**config.mk**
```make
export PLATFORM = sky130hd
export DESIGN_NAME = uart_tx_ctrl
export DESIGN_NICKNAME = d
export VERILOG_FILES = /design/src/rtl/uart_tx_ctrl.sv
export SDC_FILE = /design/constraint.sdc
export NUM_CORES = 1
export LEC_CHECK = 0
export CORE_UTILIZATION = 55
export DETAILED_ROUTE_END_ITERATION = 12
export GPL_TIMING_DRIVEN = 1
export PLACE_DENSITY = 0.84
export SYNTH_ARGS = -nofsm -noshare
export SYNTH_HDL_FRONTEND = slang
export SYNTH_SLANG_ARGS = --single-unit
```
**constraint.sdc**
```tcl
create_clock -name clk_i -period 2.65 [get_ports clk_i]
set_input_delay 0.53 -clock clk_i [delete_from_list [all_inputs] [get_ports clk_i]]
set_output_delay 0.53 -clock clk_i [all_outputs]
set_load 0.01 [all_outputs]
```
**src/rtl/uart_tx_ctrl.sv**
```systemverilog
// UART transmit frame sequencer: start, data (LSB first), optional parity and stop bits.
// Host side is a valid/ready handshake; line side is a registered tx_o that idles high.
module uart_tx_ctrl #(
  parameter int unsigned CLKS_PER_BIT = 16,
  parameter int unsigned DATA_BITS    = 8,
  parameter bit          PARITY_EN    = 1'b0,
  parameter bit          PARITY_ODD   = 1'b0,
  parameter int unsigned STOP_BITS    = 1
) (
  input  logic                 clk_i,
  input  logic                 rst_i,
  input  logic [DATA_BITS-1:0] tx_data_i,
  input  logic                 tx_valid_i,
  output logic                 tx_ready_o,
  output logic                 tx_o,
  output logic                 busy_o,
  output logic                 done_o
);

  localparam int unsigned BaudW = 16;
  localparam int unsigned BitW  = 4;

  localparam logic [BaudW-1:0] BaudLast  = BaudW'(CLKS_PER_BIT - 1);
  localparam logic [BitW-1:0]  StartLast = BitW'(0);
  localparam logic [BitW-1:0]  DataLast  = BitW'(DATA_BITS - 1);
  localparam logic [BitW-1:0]  ParLast   = BitW'(0);
  localparam logic [BitW-1:0]  StopLast  = BitW'(STOP_BITS - 1);

  typedef enum logic [2:0] {
    S_IDLE   = 3'd0,
    S_START  = 3'd1,
    S_DATA   = 3'd2,
    S_PARITY = 3'd3,
    S_STOP   = 3'd4
  } state_e;

  state_e               state_q, state_d;
  logic [BaudW-1:0]     baud_q, baud_d;
  logic [BitW-1:0]      bit_q, bit_d;
  logic [DATA_BITS-1:0] shreg_q, shreg_d;
  logic                 parity_q, parity_d;
  logic                 tx_q, tx_d;
  logic                 ready_q, ready_d;
  logic                 busy_q, busy_d;
  logic                 done_q, done_d;

  logic                 accept;
  logic                 bit_end;
  logic [BitW-1:0]      phase_last;
  logic                 phase_done;

  assign accept     = tx_valid_i && ready_q;
  assign bit_end    = (state_q != S_IDLE) && (baud_q == BaudLast);
  assign phase_done = bit_end && (bit_q == phase_last);

  // Index of the final bit in the current phase
  always_comb begin
    phase_last = StartLast;
    case (state_q)
      S_START:  phase_last = StartLast;
      S_DATA:   phase_last = DataLast;
      S_PARITY: phase_last = ParLast;
      S_STOP:   phase_last = StopLast;
      default:  phase_last = StartLast;
    endcase
  end

  always_comb begin
    state_d  = state_q;
    baud_d   = baud_q;
    bit_d    = bit_q;
    shreg_d  = shreg_q;
    parity_d = parity_q;

    if (state_q != S_IDLE) begin
      baud_d = bit_end ? '0 : baud_q + BaudW'(1);
      if (bit_end) begin
        bit_d = bit_q + BitW'(1);
      end
    end

    case (state_q)
      S_IDLE: begin
        if (accept) begin
          state_d  = S_START;
          shreg_d  = tx_data_i;
          parity_d = (^tx_data_i) ^ PARITY_ODD;
          baud_d   = '0;
        end
      end
      S_START: begin
        if (phase_done) begin
          state_d = S_DATA;
        end
      end
      S_DATA: begin
        if (bit_end) begin
          shreg_d = shreg_q >> 1;
        end
        if (phase_done) begin
          state_d = PARITY_EN ? S_PARITY : S_STOP;
        end
      end
      S_PARITY: begin
        if (phase_done) begin
          state_d = S_STOP;
        end
      end
      S_STOP: begin
        if (phase_done) begin
          state_d = S_IDLE;
        end
      end
      default: begin
        state_d = S_IDLE;
      end
    endcase

    // Bit counter restarts at every phase boundary
    if (state_d != state_q) begin
      bit_d = '0;
    end

    // Outputs are registered from next-state values so they line up with the state they describe
    case (state_d)
      S_START:  tx_d = 1'b0;
      S_DATA:   tx_d = shreg_d[0];
      S_PARITY: tx_d = parity_d;
      default:  tx_d = 1'b1;
    endcase
    ready_d = (state_d == S_IDLE);
    busy_d  = (state_d != S_IDLE);
    done_d  = (state_d == S_STOP) && (baud_d == BaudLast) && (bit_d == StopLast);
  end

  always_ff @(posedge clk_i or posedge rst_i) begin
    if (rst_i) begin
      state_q  <= S_IDLE;
      baud_q   <= '0;
      bit_q    <= '0;
      shreg_q  <= '0;
      parity_q <= 1'b0;
      tx_q     <= 1'b1;
      ready_q  <= 1'b1;
      busy_q   <= 1'b0;
      done_q   <= 1'b0;
    end else begin
      state_q  <= state_d;
      baud_q   <= baud_d;
      bit_q    <= bit_d;
      shreg_q  <= shreg_d;
      parity_q <= parity_d;
      tx_q     <= tx_d;
      ready_q  <= ready_d;
      busy_q   <= busy_d;
      done_q   <= done_d;
    end
  end

  assign tx_o       = tx_q;
  assign tx_ready_o = ready_q;
  assign busy_o     = busy_q;
  assign done_o     = done_q;

endmodule
```
==> impl_metrics.tcl <==
set metrics [dict create \
    status "complete, no violations" \
    rsz0062_at_grt "no" \
    worstReg2RegStart "baud_q[5]$_DFF_PP0_" \
    h-tree-depth 2 \
    antennaDiodeCount 0 \
    top_layer "met4" \
    die_w_um 62.0 \
    crit_required_ns 2.87 \
    yosys_most_used_dff "dfrtp_1" \
    cts.sinks 36 \
    crit_arrival_ns 2.58 \
    fmax_mhz 424 \
    rows 21 \
    stdcell_count 272 \
    drc_errors 0 \
    syn-num-nets 215 \
    wl_met3_um 192 \
    fin_area_um2 2270 \
    routabilityCongestion 0.867 \
    routed_wl_um 3950 \
    drv_slew 0 \
    cts_buffers 5 \
    syn_area_per_cell_um2 9.80 \
    grt_pass1_vias 1415 \
    grt_pass1_wl_um 6530 \
    io_pins 15 \
    hold_viol 0 \
    pwr-share-comb_pct 5.1 \
    nFillCells 266 \
    internal_power_w 0.000731 \
    netlist_top_cells_area "dfrtp_1, xnor2_1, nand2_1" \
    synth_cell_type_count 51 \
    vias 1550 \
    leakage_nw 0.990 \
    skew_ns 0.0237 \
    place_area_um2 2200 \
    cts_resized 0 \
    critPathLaunchType "register" \
    synth.cell_area_um2 1980 \
    power_switching_share_pct 22.5 \
    io_buffers 14 \
    power_frac_seq_pct 58.2 \
    power_w 0.000944 \
    maxCapViolations 0 \
    switchingPower_w 0.000212 \
    grt_max_degree 37 \
    p_clk_share_pct 36.6 \
    clk_pin_slew_ns 0.13 \
    drive_above_1_share_pct 12.8 \
    area_delta_synth_final_pct 14.7 \
    core_area_um2 3390 \
    gr-total-overflow 0 \
    cts.path.max_buffers 2 \
    cp-end-kind "register" \
    powerDensity_nw_per_um2 415 \
    wl_met2_um 1810 \
    relSlewSlack_pct 62.8 \
    setup_viol 0 \
    critPathMaxFanout 10 \
    drt_iter0_markers 68 \
    path_class "reg -> reg" \
    synthAdderAreaFrac_pct 1.26 \
    avgViaCountPerCell 5.70 \
    cts_tree "done" \
    worstHoldStart "shreg_q[5]$_DFFE_PP0P_" \
    synthMuxAreaShare_pct 2.28 \
    dp_hpwl_um 2900 \
    worst_slew_pin_slew_ns 0.553 \
    postSynthCellCount 202 \
    initial_core_util_pct 58.4 \
    fin_nets 238 \
    synth-seq-cells 36 \
    ctsHoldBuffers 0 \
    synthArstFlopShare_pct 100 \
    synthSimpleGateAreaFrac_pct 25.1 \
    synth_top_area_share_pct 43.0 \
    firstDrtPassIters 4 \
    multiInputGateArea_um2 1020 \
    synth_top_family_by_area "simple AND/OR/NAND/NOR gates" \
    dp.cells 264 \
    die_h_um 62.0 \
    startpoint "baud_q[5]$_DFF_PP0_" \
    hold_path.class "reg -> reg" \
    postCtsSetupRepairBufs 0 \
    antenna_found_initial 0 \
    yosysWarnings 0 \
    synth_compound_area_share_pct 12.8 \
    max-vdd-ir-drop_mv 0.301 \
    period_minus_slack_ns 2.36 \
    fin_tns_setup_ns 0 \
    grt_use_total_pct 24.1 \
    fin_crit_sh_pct 88.9 \
    yosys.area.top_type "dfrtp_1" \
    insertion_delay_ns 0.36 \
    die-area_um2 3840 \
    drt-met1-wl_um 1870 \
    synth-edff-count 0 \
    seq_area_frac_synth_pct 45.6 \
    postRouteAntennaNets 0 \
    wl_per_cell_um 14.5 \
    regArea_um2 903 \
    synth_xor_xnor_area_share_pct 10.2 \
    clock-root-buffer "clkbuf_4" \
]
==> cells in the mapped netlist, drive strengths merged, types with 2 or more instances <==
library cell,number
buf,2
a21oi,4
mux2i,3
dfrtp,34
nand4,3
xor2,10
inv,9
o21ba,2
o211ai,2
nor2,25
clkbuf,2
nand2,24
ha,2
nor3,7
nand3,6
dfstp,2
nor2b,2
o21ai,8
a22oi,6
xnor2,13
nor4,6
nand2b,4
and3,4
a22o,2
==> routing by layer <==
| metal | global-route usage [%] | vias up |
|---|---|---|
| met4 | 11.1 | 0 |
| met5 | 0 | - |
| met2 | 33.9 | 33 |
| met3 | 7.45 | 12 |
| met1 | 33.9 | 742 |
| li1 | - | 763 |
==> sequential cells by signal, indices dropped and copies added, names as in the netlist <==
signal and count:
tx_o 1, bit_q 4, state_q 3, shreg_q 8, parity_q 1, busy_o 1
baud_q 16, done_o 1, tx_ready_o 1
==> through the flow <==
step           util, %  hold slack, ns  worst slack, ns
3_5_place_dp      65.0           0.469            0.324
2_1_floorplan        -           0.446            0.558
6_report          67.0           0.494            0.293
5_1_grt           67.0           0.525            0.158
3_3_place_gp      65.0           0.460            0.379
4_1_cts           67.0           0.494            0.312
==> area by class of cell <==
cell class | instances | share of cell area (%)
clock buffer | 8 | 3.03
inverter | 9 | 1.49
multi-input combinational | 153 | 45.0
sequential | 36 | 39.8
tap | 46 | 2.53
timing repair buffer | 20 | 8.15
==> critical path, cell delays in order, from the launching register on <==
cell and delay (ns):
dfrtp_1 0.45, or4_4 0.54, nand4b_4 0.29, nor3_4 0.33
a21oi_1 0.10, o21ai_0 0.41, nor2_1 0.09
==> power by group through the flow <==
stage	Sequential (W)	Combinational, W	Clock, W
global route	0.000549	0.0000529	0.000374
CTS	0.000549	0.0000496	0.000348
finish	0.000549	0.0000485	0.000346
floorplan	0.000560	0.0000256	0
global placement	0.000560	0.0000490	0
detailed placement	0.000560	0.0000491	0
==> final timing paths <==
path	cells after the start	slack (ns)	endpoint
hold / removal	2	0.49	shreg_q[5]$_DFFE_PP0P_
max in group asynchronous	3	1.75	tx_ready_o$_DFF_PP1_
min in group asynchronous	3	0.55	state_q[2]$_DFF_PP0_
hold reg to reg	2	0.49	shreg_q[5]$_DFFE_PP0P_
setup / recovery	6	0.29	bit_q[0]$_DFF_PP0_
setup reg to reg	6	0.29	bit_q[0]$_DFF_PP0_
==> logic make-up (layout without fill, tap and decap cells) <==
kind of cell	count (synthesis)	count (layout)
fa+ha+maj	2	2
simple gates	90	90
xor+xnor	23	23
compound gates	34	34
buf+inv	13	37
mux	4	4
flops	36	36
==> cells in the final DEF, fill, tap and decap left out, types with 4 or more instances in the layout <==
master / synthesis / layout
nand2_1: 24 / 24
dfrtp_1: 34 / 34
o21ai_0: 6 / 6
nand2b_1: 4 / 4
nand3_1: 6 / 6
clkdlybuf4s50_1: 0 / 14
a22oi_1: 6 / 6
and3_1: 4 / 4
xnor2_1: 13 / 13
buf_4: 1 / 6
xor2_1: 10 / 10
a21oi_1: 4 / 4
clkbuf_4: 0 / 5
nor3_1: 5 / 5
inv_1: 9 / 9
nor4_1: 5 / 5
nor2_1: 23 / 23
(Power assumes the default switching activity.)
